## src/rtl/core_pkg.sv

```systemverilog
// Shared core definitions: bus widths, AXI response codes and the fetch
// bus-master state encoding.
package core_pkg;

    localparam int DATA_WIDTH = 32;

    localparam logic [1:0] AXI_RESP_OKAY   = 2'b00;
    localparam logic [1:0] AXI_RESP_SLVERR = 2'b10;

    typedef enum logic [1:0] {
        IDLE = 2'd0,
        ADDR = 2'd1,
        DATA = 2'd2,
        RESP = 2'd3
    } fetch_state_t;

    // Instruction fetches must be word aligned.
    function automatic logic addr_misaligned(input logic [1:0] byte_offset);
        return byte_offset != 2'b00;
    endfunction

endpackage

```

## src/rtl/fetch_axil_master.sv

```systemverilog
// AXI-lite read master for instruction fetch: one PC in flight, single AR/R
// beat per request, flush-safe (an issued transaction always completes on the bus).
module fetch_axil_master #(
    parameter int ADDR_WIDTH = 32,
    parameter int DATA_WIDTH = core_pkg::DATA_WIDTH
) (
    input  logic                  clk,
    input  logic                  rst_n,

    input  logic                  req_valid,
    output logic                  req_ready,
    input  logic [ADDR_WIDTH-1:0] req_addr,
    input  logic                  flush,

    output logic                  resp_valid,
    input  logic                  resp_ready,
    output logic [DATA_WIDTH-1:0] resp_data,
    output logic                  resp_err,

    output logic                  ARVALID,
    input  logic                  ARREADY,
    output logic [ADDR_WIDTH-1:0] ARADDR,
    input  logic                  RVALID,
    output logic                  RREADY,
    input  logic [DATA_WIDTH-1:0] RDATA,
    input  logic [1:0]            RRESP
);
    import core_pkg::*;

    fetch_state_t          state_reg,      state_next;
    logic [ADDR_WIDTH-1:0] araddr_reg,     araddr_next;
    logic                  arvalid_reg,    arvalid_next;
    logic                  rready_reg,     rready_next;
    logic                  resp_valid_reg, resp_valid_next;
    logic [DATA_WIDTH-1:0] resp_data_reg,  resp_data_next;
    logic                  resp_err_reg,   resp_err_next;
    logic                  discard_reg,    discard_next;

    logic req_fire;
    logic ar_fire;
    logic r_fire;
    logic resp_fire;
    logic drop_beat;
    logic req_bad_align;

    assign req_ready     = (state_reg == IDLE) && !flush;
    assign req_fire      = req_valid && req_ready;
    assign ar_fire       = arvalid_reg && ARREADY;
    assign r_fire        = RVALID && rready_reg;
    assign resp_fire     = resp_valid_reg && resp_ready;
    assign req_bad_align = addr_misaligned(req_addr[1:0]);

    // A flush arriving in the same cycle as the R beat also kills that beat.
    assign drop_beat     = discard_reg || flush;

    // State register and capture registers
    always_ff @(posedge clk or negedge rst_n) begin
        if (!rst_n) begin
            state_reg      <= IDLE;
            araddr_reg     <= '0;
            arvalid_reg    <= 1'b0;
            rready_reg     <= 1'b0;
            resp_valid_reg <= 1'b0;
            resp_data_reg  <= '0;
            resp_err_reg   <= 1'b0;
            discard_reg    <= 1'b0;
        end else begin
            state_reg      <= state_next;
            araddr_reg     <= araddr_next;
            arvalid_reg    <= arvalid_next;
            rready_reg     <= rready_next;
            resp_valid_reg <= resp_valid_next;
            resp_data_reg  <= resp_data_next;
            resp_err_reg   <= resp_err_next;
            discard_reg    <= discard_next;
        end
    end

    // Next-state decode
    always_comb begin
        state_next = state_reg;
        unique case (state_reg)
            IDLE: begin
                if (req_fire) begin
                    state_next = req_bad_align ? RESP : ADDR;
                end
            end
            ADDR: begin
                if (ar_fire) begin
                    state_next = DATA;
                end
            end
            DATA: begin
                if (r_fire) begin
                    state_next = drop_beat ? IDLE : RESP;
                end
            end
            RESP: begin
                if (flush || resp_fire) begin
                    state_next = IDLE;
                end
            end
            default: state_next = IDLE;
        endcase
    end

    // Register next values for the bus and response outputs
    always_comb begin
        araddr_next     = araddr_reg;
        arvalid_next    = arvalid_reg;
        rready_next     = rready_reg;
        resp_valid_next = resp_valid_reg;
        resp_data_next  = resp_data_reg;
        resp_err_next   = resp_err_reg;
        discard_next    = discard_reg;

        unique case (state_reg)
            IDLE: begin
                if (req_fire) begin
                    if (req_bad_align) begin
                        resp_data_next  = '0;
                        resp_err_next   = 1'b1;
                        resp_valid_next = 1'b1;
                    end else begin
                        araddr_next  = req_addr;
                        arvalid_next = 1'b1;
                    end
                end
            end
            ADDR: begin
                if (flush) begin
                    discard_next = 1'b1;
                end
                if (ar_fire) begin
                    arvalid_next = 1'b0;
                    rready_next  = 1'b1;
                end
            end
            DATA: begin
                if (flush) begin
                    discard_next = 1'b1;
                end
                if (r_fire) begin
                    rready_next = 1'b0;
                    if (drop_beat) begin
                        discard_next = 1'b0;
                    end else begin
                        resp_data_next  = RDATA;
                        resp_err_next   = (RRESP != AXI_RESP_OKAY);
                        resp_valid_next = 1'b1;
                    end
                end
            end
            RESP: begin
                if (flush || resp_fire) begin
                    resp_valid_next = 1'b0;
                end
            end
            default: begin
                arvalid_next    = 1'b0;
                rready_next     = 1'b0;
                resp_valid_next = 1'b0;
                discard_next    = 1'b0;
            end
        endcase
    end

    assign ARVALID    = arvalid_reg;
    assign ARADDR     = araddr_reg;
    assign RREADY     = rready_reg;
    assign resp_valid = resp_valid_reg;
    assign resp_data  = resp_data_reg;
    assign resp_err   = resp_err_reg;

endmodule

```

## config.mk

```make
export PLATFORM = sky130hd
export DESIGN_NAME = fetch_axil_master
export DESIGN_NICKNAME = d
export VERILOG_FILES = /design/src/rtl/core_pkg.sv /design/src/rtl/fetch_axil_master.sv
export SDC_FILE = /design/constraint.sdc
export NUM_CORES = 1
export LEC_CHECK = 0
export CAP_MARGIN = 20
export CORE_MARGIN = 8
export CORE_UTILIZATION = 35
export DETAILED_ROUTE_END_ITERATION = 8
export PLACE_DENSITY = 0.78
export SLEW_MARGIN = 20
export SYNTH_ARGS = -nofsm -noshare
export SYNTH_HDL_FRONTEND = slang
export SYNTH_SLANG_ARGS = --single-unit
```

## constraint.sdc

```tcl
create_clock -name clk -period 1.85 [get_ports clk]
set_input_delay 0.555 -clock clk [delete_from_list [all_inputs] [get_ports clk]]
set_output_delay 0.555 -clock clk [all_outputs]
set_load 0.01 [all_outputs]
```

==> run_results.csv <==
group,metric,value,unit
timing,finalCritPeriodShare,1.02,
die,die_w,107,µm
job,cap_violations,0,
die,fp-row-count,33,
synthesis,synth_common_cells,"dfrtp_1, mux2_2, a22o_2",
synthesis,synth_area_leaders,"dfrtp_1, mux2_2, a22o_2",
setup_path,worstPathCellList,"clkdlybuf4s50_1 -> nor3b_4 -> a221oi_4 -> buf_6 -> nand2_8 -> clkbuf_16 -> a22o_2",
clock_tree,cts_buffers,9,
synthesis,ys_seq_elements,71,
place,dpl_cell_area,4520,µm²
setup_path,path_buf_inv,3,
cells_and_area,fin_area,5100,µm²
synthesis,yosys.area_share.xor_xnor,0,
clock_tree,cts_hold_buffers,0,
min_path,min_path_type,"in2async",
setup_path,worstPathRequired,2.06,ns
setup_path,endpoint_kind,"register",
setup_path,cp_max_fo,8,
global_routing,grt_max_degree,72,
cells_and_area,fillCellCount,641,
pwr,power_frac_clock,0.175,
cells_and_area,layout.nets,443,
clock_tree,htreeDepth,3,
synthesis,synth.yosys.seq_area_share,0.613,
drt,firstDrtPassIters,4,
setup_path,r2r_start,"state_reg[1]",
synthesis,synth_cells,194,
clock_tree,clk-insertion-delay-late,0.34,ns
place,dp_hpwl,5.87,mm
synthesis,synth-compound-area-share,0.149,
drt,remaining_drc_errors,0,
global_routing,grt_usage,0.150,
synthesis,avgSynthCellArea,14.9,µm²
timing,fin_crit,1.89,ns
timing,slew-limit-headroom,0.744,
pwr,intPower,5.19,mW
pwr,powerDensity,1490,nW/µm²
global_routing,grt-ovfl-total,0,
synthesis,synthMuxAreaShare,0.131,
timing,worst_slew_pin_slew,0.383,ns
pwr,irDropWorstVdd,0.911,mV
die,initial_core_util,0.356,
setup_path,slowest_delay,0.57,ns
clock_tree,tritoncts,"yes",
synthesis,synth_top_family_by_area,"compound AO/OA/AOI/OAI gates",
timing,slew_violations,0,
drt,detail_route.wl_per_cell,18.6,µm
synthesis,synth_ff_type,"dfrtp_1",
setup_path,crit_arrival,2.11,ns
drt,vias,2319,
setup_path,regToRegSetupSlack,-0.01,ns
setup_path,crit_path_top_delay_cell,"clkdlybuf4s50_1",
synthesis,yosysWarnings,0,
place,dpl_worst_slack,-0.522,ns
global_routing,grt_pass1_vias,2442,
synthesis,synth-async-reset-ratio,1.00,
die,fp.dieH,107,µm
setup_path,worst_r2r_endpoint,"resp_data[23]",
synthesis,synth_edf_count,0,
die,fp.coreArea,8130,µm²
synthesis,synth_top_area_frac,0.613,
clock_tree,root_buffer,"clkbuf_8",
status,violations,"setup timing",
setup_path,crit_family,"buffers and inverters",
pwr,combinationalPowerShare,0.497,
timing,setup_viol,19,
cells_and_area,utilization,0.627,
synthesis,yosys.area.top_type,"dfrtp_1",
drt,drtIter0Drc,72,
global_routing,antenna_found_initial,0,
pwr,total_power,7.57,mW
status,status,"complete, but fails checks",
setup_path,crit_type,"in2reg",
timing,hold_viol,0,
cells_and_area,diodes,0,
timing,clock-skew-final,0.0132,ns
synthesis,synth_adder_area_share,0.0259,
timing,fmax,529,MHz
setup_path,startpoint_type,"primary input",
timing,rsz0062_at_grt,"true",
drt,postRouteWirelength,8.81,mm
setup_path,r2r_cells,9,
die,dieArea,11500,µm²
pwr,seqPwrFrac,0.328,
synthesis,syn_area,2900,µm²
synthesis,synth_most_common_cell,"dfrtp_1",
timing,layout_setup_ws,-0.0411,ns
setup_path,crit_end,"resp_data[23]",
clock_tree,clockBufferDepth,2,
cells_and_area,syn_to_final_growth,75.8,%
pwr,switching_share,0.315,
pwr,power.net_switching,2.38,mW
cells_and_area,drive_above_1_share,0.323,
place,io_buffers,141,
global_routing,grt_pass1_wl,13.4,mm
clock_tree,clock_sinks,71,
synthesis,ys_types,30,
die,io_pins,142,
pwr,leakage,2.82,nW
setup_path,worst-path-stages,7,
drt,via_per_inst,4.90,
timing,tns,-0.338,ns
synthesis,synthSimpleGateAreaFrac,0.0410,
clock_tree,clk_pin_slew,0.09,ns
place,place_congestion,0.812,
setup_path,critPathLaunch,"req_addr[1]",
drt,final_antenna_net_count,0,
synthesis,syn_nets,273,
==> worst register-to-register path, stage by stage, from the launching register on <==
cell       delay (ns)
dfrtp_1          0.37
inv_2            0.06
ha_4             0.16
buf_6            0.12
nor3b_4          0.15
a221oi_4         0.26
buf_6            0.17
nand2_8          0.08
clkbuf_16        0.18
a22o_2           0.21
==> worst min-delay path by stage <==
stage	endpoint
3_3_place_gp	ARADDR[0]
6_report	resp_data[10]
5_1_grt	resp_data[10]
3_5_place_dp	ARADDR[1]
4_1_cts	resp_data[10]
2_1_floorplan	ARADDR[0]
==> power by group through the flow <==
stage | registers (mW) | logic, mW | clock network (mW)
finish | 2.49 | 3.76 | 1.32
CTS | 2.48 | 3.65 | 1.36
global placement | 2.47 | 3.16 | 0
global route | 2.57 | 4.01 | 1.45
floorplan | 2.76 | 1.10 | 0
detailed placement | 2.50 | 3.24 | 0
==> cell type report <==
cell class	count	area [µm²]	share of cell area
well taps	105	131	0.0258
clock inverters	6	86.3	0.0169
clock buffers	9	124	0.0243
flip-flops and latches	71	1780	0.349
repair buffers	169	1840	0.360
inverters	4	15.0	0.00295
multi-input cells	109	1130	0.221
==> metal layers <==
metal  vias to the layer above  routed length, µm  share of wire  global-route usage
li1                       1054                  -              -                   -
met4                         0                143          0.016              0.0573
met5                         -                  0              0                   0
met3                        11                512          0.058              0.0420
met2                        82               4530           0.51               0.250
met1                      1172               3620           0.41               0.179
==> timing repair <==
item	in CTS	in global routing
pin swaps	0	2
gates resized for setup	25	52
gates cloned	3	1
setup buffers	3	1
endpoints found under the setup margin	43	93
==> cell families after synthesis <==
family	Yosys count
AOI/OAI and AO/OA	48
DFF	71
and+or+nand+nor	21
adders and majority gates	6
muxes	34
buffers and inverters	14
==> cells in the final DEF, fill, tap and decap left out, drive strengths merged <==
master	count
nor2	3
dfrtp	71
ha	6
a22oi	1
o21ai	2
and2	2
clkinv	3
and3	1
dlymetal6s2s	36
nand3b	1
nor3	1
clkdlybuf4s50	98
buf	29
nand2	8
o2bb2ai	1
dlygate4sd2	5
a21oi	5
clkbuf	10
a22o	33
mux2	32
a31oi	1
a41oi	2
a221oi	1
bufinv	2
inv	4
nand2b	2
o211ai	1
nand3	1
mux2i	2
nor3b	1
o21a	1
clkinvlp	1
and2b	1
==> metrics by stage <==
step           hold WS [ns]  instances
4_1_cts               0.233        471
3_3_place_gp          0.470        450
2_1_floorplan         0.259        194
5_1_grt               0.239        473
3_5_place_dp          0.473        450
6_report              0.234        473
(Power assumes the default switching activity.)
